### src/rtl/bit_serial_alu_seq.sv
`default_nettype none
// ============================================================================
// Module   : bit_serial_alu_seq
// Purpose  : Drives a one-bit ALU slice LSB-first over WIDTH cycles and
//            reassembles the WIDTH-bit result and final carry.
// Options  : ALU_ZERO_FLAG_EN adds a registered 'zero' output.
// Revision : 1.0 - initial release
// ============================================================================
module bit_serial_alu_seq #(
    parameter int WIDTH = 8
) (
    input  logic             clk,
    input  logic             rst_n,
    input  logic             start,
    input  logic [WIDTH-1:0] op_a,
    input  logic [WIDTH-1:0] op_b,
    input  logic [2:0]       op_s,
    input  logic             cin_init,
    output logic             alu_a,
    output logic             alu_b,
    output logic             alu_cin,
    output logic [2:0]       alu_s,
    input  logic             alu_out,
    input  logic             alu_cout,
    output logic             busy,
    output logic             done,
    output logic [WIDTH-1:0] result,
`ifdef ALU_ZERO_FLAG_EN
    output logic             zero,
`endif
    output logic             cout
);

    localparam int CNT_W = (WIDTH > 1) ? $clog2(WIDTH) : 1;
    localparam logic [CNT_W-1:0] LAST_BIT = CNT_W'(WIDTH - 1);

    typedef enum logic [1:0] {
        IDLE  = 2'd0,
        SHIFT = 2'd1,
        DONE  = 2'd2
    } state_t;

    state_t           state;
    logic [CNT_W-1:0] cnt;
    logic [WIDTH-1:0] a_sh;
    logic [WIDTH-1:0] b_sh;
    logic [WIDTH-1:0] acc;
    logic [2:0]       s_reg;
    logic             carry;
`ifdef ALU_ZERO_FLAG_EN
    logic             any_one;
`endif

    logic             in_shift;
    logic [WIDTH-1:0] acc_next;

    assign in_shift = (state == SHIFT);
    // Slice inputs are forced low outside SHIFT so the slice sees quiet inputs.
    assign alu_a    = in_shift & a_sh[0];
    assign alu_b    = in_shift & b_sh[0];
    assign alu_cin  = in_shift & carry;
    assign alu_s    = in_shift ? s_reg : 3'b000;
    assign busy     = (state != IDLE);
    assign done     = (state == DONE);
    assign acc_next = {alu_out, acc[WIDTH-1:1]};

    always_ff @(posedge clk) begin
        if (!rst_n) begin
            state  <= IDLE;
            cnt    <= '0;
            a_sh   <= '0;
            b_sh   <= '0;
            acc    <= '0;
            s_reg  <= 3'b000;
            carry  <= 1'b0;
            result <= '0;
            cout   <= 1'b0;
`ifdef ALU_ZERO_FLAG_EN
            any_one <= 1'b0;
            zero    <= 1'b0;
`endif
        end else begin
            case (state)
                IDLE: begin
                    if (start) begin
                        a_sh  <= op_a;
                        b_sh  <= op_b;
                        s_reg <= op_s;
                        carry <= cin_init;
                        cnt   <= '0;
`ifdef ALU_ZERO_FLAG_EN
                        any_one <= 1'b0;
`endif
                        state <= SHIFT;
                    end
                end
                SHIFT: begin
                    a_sh  <= a_sh >> 1;
                    b_sh  <= b_sh >> 1;
                    acc   <= acc_next;
                    carry <= alu_cout;
`ifdef ALU_ZERO_FLAG_EN
                    any_one <= any_one | alu_out;
`endif
                    if (cnt == LAST_BIT) begin
                        // The last slice bit lands straight in result.
                        result <= acc_next;
                        cout   <= alu_cout;
`ifdef ALU_ZERO_FLAG_EN
                        zero   <= ~(any_one | alu_out);
`endif
                        state  <= DONE;
                    end else begin
                        cnt <= cnt + 1'b1;
                    end
                end
                DONE: begin
                    state <= IDLE;
                end
                default: begin
                    state <= IDLE;
                end
            endcase
        end
    end

endmodule
`default_nettype wire

### config.mk
export PLATFORM = sky130hd
export DESIGN_NAME = bit_serial_alu_seq
export DESIGN_NICKNAME = d
export VERILOG_FILES = /design/src/rtl/bit_serial_alu_seq.sv
export SDC_FILE = /design/constraint.sdc
export NUM_CORES = 1
export LEC_CHECK = 0
export CORE_MARGIN = 5
export CORE_UTILIZATION = 52
export CTS_CLUSTER_SIZE = 12
export DETAILED_ROUTE_END_ITERATION = 10
export GPL_ROUTABILITY_DRIVEN = 1
export GPL_TIMING_DRIVEN = 1
export MAX_ROUTING_LAYER = met4
export PLACE_DENSITY = 0.91
export SYNTH_ARGS = -nofsm -noshare
export SYNTH_HDL_FRONTEND = slang
export SYNTH_SLANG_ARGS = --single-unit
### constraint.sdc
create_clock -name clk -period 2.55 [get_ports clk]
set_clock_uncertainty 0.2 [all_clocks]
set_input_delay 0.6375 -clock clk [delete_from_list [all_inputs] [get_ports clk]]
set_output_delay 0.6375 -clock clk [all_outputs]
set_load 0.02 [all_outputs]
==> flow_metrics.env <==
export IMPL_finalWirelength_um=3650
export IMPL_dp_hpwl_um=2500
export IMPL_antenna_left=0
export IMPL_async_reset_ff_frac=0
export IMPL_synth_compound_area_frac=0.143
export IMPL_max_cap_violations=0
export IMPL_crit_end="alu_s[2]"
export IMPL_cp_arrival_ps=1610
export IMPL_worst_slew_pin_slew_ps=546
export IMPL_hold_class="reg2reg"
export IMPL_via_per_inst=5.26
export IMPL_cts_root_buf="clkbuf_4"
export IMPL_syn_avg_cell_area_um2=8.94
export IMPL_die_height_um=67.9
export IMPL_synth_nets=222
export IMPL_cts_buffers=5
export IMPL_cts_path_max_buffers=2
export IMPL_slew_headroom=0.636
export IMPL_ys_types=26
export IMPL_grt_max_degree=42
export IMPL_leakage_nw=0.887
export IMPL_fill_cells=271
export IMPL_hold_violations=0
export IMPL_synth_flop_cell="dfxtp_1"
export IMPL_critPathLaunch="state[0]$_SDFFE_PN0P_"
export IMPL_fin_tns_setup_ps=0
export IMPL_n_antenna_cell=0
export IMPL_utilization=0.684
export IMPL_power_density_nw_per_um2=522
export IMPL_layout_min_cycle_time_ps=2450
export IMPL_ir_drop_v=0.000436
export IMPL_yosys_warnings=0
export IMPL_drc=0
export IMPL_synth_top_family_by_area="simple AND/OR/NAND/NOR gates"
export IMPL_top_regs="a_sh x8, b_sh x8, result x8"
export IMPL_status="completed"
export IMPL_endpoint_kind="output port"
export IMPL_grt_pass1_wl_um=5910
export IMPL_yosysSeqAreaShare=0.471
export IMPL_port_buffers=41
export IMPL_io_pins=42
export IMPL_cts_max_level=2
export IMPL_synth_top_cell_by_area="dfxtp_1"
export IMPL_drtIter0Drc=105
export IMPL_drive_gt1_frac=0.0766
export IMPL_area_growth_syn_to_layout_pct=28.9
export IMPL_synthXorXnorAreaFrac=0
export IMPL_nNetsFinal=261
export IMPL_final_cell_count_no_fill=281
export IMPL_gp_congestion=0.727
export IMPL_yosys_area_share_simple=0.206
export IMPL_rr_worst_depth=5
export IMPL_first_global_vias=1381
export IMPL_startpoint_type="register"
export IMPL_tritoncts="yes"
export IMPL_wl_per_cell_um=13.0
export IMPL_insertion_delay_ps=360
export IMPL_dpl_cell_count=273
export IMPL_required_ps=1710
export IMPL_dr_pass1_iters=4
export IMPL_path_class="reg2out"
export IMPL_max_freq_mhz=408
export IMPL_synth_mux_area_frac=0.115
export IMPL_grt_total_usage=0.176
export IMPL_finalSetupViolations=0
export IMPL_cts_sinks=41
export IMPL_synthDominantCellAreaShare=0.471
export IMPL_worst_r2r_endpoint="cout$_SDFFE_PN0P_"
export IMPL_coreArea_um2=3280
export IMPL_drv_slew=0
export IMPL_syn_cell_area_um2=1740
export IMPL_rows=21
export IMPL_synth_edf_count=0
export IMPL_grt_overflow=0
export IMPL_die_width_um=67.9
export IMPL_die_area_um2=4610
export IMPL_hold_buffers=0
export IMPL_post_route_cell_area_um2=2250
export IMPL_clk_pin_slew_worst_paths_ps=120
export IMPL_r2r_start="cnt[0]$_SDFFE_PN0P_"
export IMPL_rsz0062_at_grt="false"
export IMPL_placedInstanceArea_um2=2190
export IMPL_synth_cells=195
export IMPL_finalCritPeriodShare=0.961
export IMPL_synthTopCellsByArea="dfxtp_1, mux2i_1, a211oi_1"
export IMPL_num_vias=1478
export IMPL_synth_seq_cells=41
export IMPL_r2r_slack_ps=520
export IMPL_synthAdderAreaFrac=0.0144
export IMPL_start_util=0.531
export IMPL_power_total_mw=1.17
export IMPL_antenna_found_initial=0
export IMPL_crit_path_max_fanout=5
==> cells in the mapped netlist (2+ instances only) <==
library cell,number
a211oi_1,15
a21oi_1,18
a31oi_1,3
and2_1,6
buf_2,5
buf_6,2
clkbuf_1,7
dfxtp_1,41
ha_1,2
inv_1,2
mux2i_1,20
nand2_1,25
nand3_1,12
nand4bb_1,2
nor2_1,22
nor2b_1,2
o21ai_0,2
==> repair_timing <==
| action | 4_1_cts | 5_1_grt |
|---|---|---|
| hold endpoints to repair | 0 | 0 |
| pin swaps | 0 | 0 |
| gates resized for setup | 11 | 1 |
| cloned | 0 | 0 |
| endpoints found under the setup margin | 8 | 1 |
| setup buffers | 0 | 0 |
==> metrics by stage <==
step | hold WS, ps | setup slack (ps)
floorplan | 237 | 629
global placement | 243 | 275
detailed placement | 249 | 216
CTS | 264 | 12.3
global route | 281 | 12.6
finish | 261 | 100
==> how the worst min path moves through the flow <==
stage / slack, ps / from / cells after the start / endpoint
final: 260 / result[0]$_SDFFE_PN0P_ / 2 / result[0]$_SDFFE_PN0P_
after global routing: 280 / result[0]$_SDFFE_PN0P_ / 2 / result[0]$_SDFFE_PN0P_
after CTS: 260 / acc[1]$_SDFFE_PN0P_ / 2 / acc[1]$_SDFFE_PN0P_
after detailed placement: 250 / acc[1]$_SDFFE_PN0P_ / 2 / acc[1]$_SDFFE_PN0P_
after global placement: 240 / acc[1]$_SDFFE_PN0P_ / 2 / acc[1]$_SDFFE_PN0P_
after floorplan: 240 / acc[1]$_SDFFE_PN0P_ / 2 / acc[1]$_SDFFE_PN0P_
==> layer usage <==
metal | up-vias | GRT usage | wire [um]
met3 | 10 | 0.0361 | 186
met4 | 0 | 0.0844 | 104
li1 | 752 | - | -
met2 | 37 | 0.294 | 1790
met5 | - | - | 0
met1 | 679 | 0.202 | 1570
==> cells by family after synthesis <==
logic type,count (synthesis)
compound gates,40
fa+ha+maj,2
buf+inv,17
flops,41
mux,20
simple gates,75
==> cell usage in the layout (no fill, tap or decap), types with 2 or more instances in the layout <==
master | netlist | final
a211oi_1 | 15 | 15
inv_1 | 2 | 2
nand2_1 | 25 | 25
nor2_1 | 22 | 22
a31oi_1 | 3 | 3
o21ai_0 | 2 | 2
nand3_1 | 12 | 12
a21oi_1 | 18 | 18
buf_12 | 0 | 2
buf_4 | 1 | 4
and2_1 | 6 | 6
mux2i_1 | 20 | 20
nand4bb_1 | 2 | 2
clkinv_2 | 0 | 2
clkdlybuf4s50_1 | 0 | 33
clkbuf_4 | 0 | 5
dfxtp_1 | 41 | 41
dlygate4sd2_1 | 0 | 7
ha_1 | 2 | 2
==> report_power, final <==
group,switching (mW),internal [mW]
clock network,0.211,0.105
logic,0.0813,0.0903
registers,0.0161,0.670
total,0.308,0.866
==> critical path: stages (launching register included) <==
cell	delay, ps
dfxtp_1	400
nor2b_2	220
buf_4	160
and2_1	130
dlygate4sd2_1	340
==> layout make-up <==
type | instances | area [um2] | share of cell area
Clock buffer | 6 | 41.3 | 0.0184
Sequential cell | 41 | 821 | 0.365
Timing Repair Buffer | 47 | 474 | 0.211
Inverter | 2 | 7.51 | 0.00334
Tap cell | 46 | 57.6 | 0.0256
Clock inverter | 2 | 10.0 | 0.00445
Multi-Input combinational cell | 137 | 836 | 0.372
Note: power is estimated with default switching activity, not from simulation.
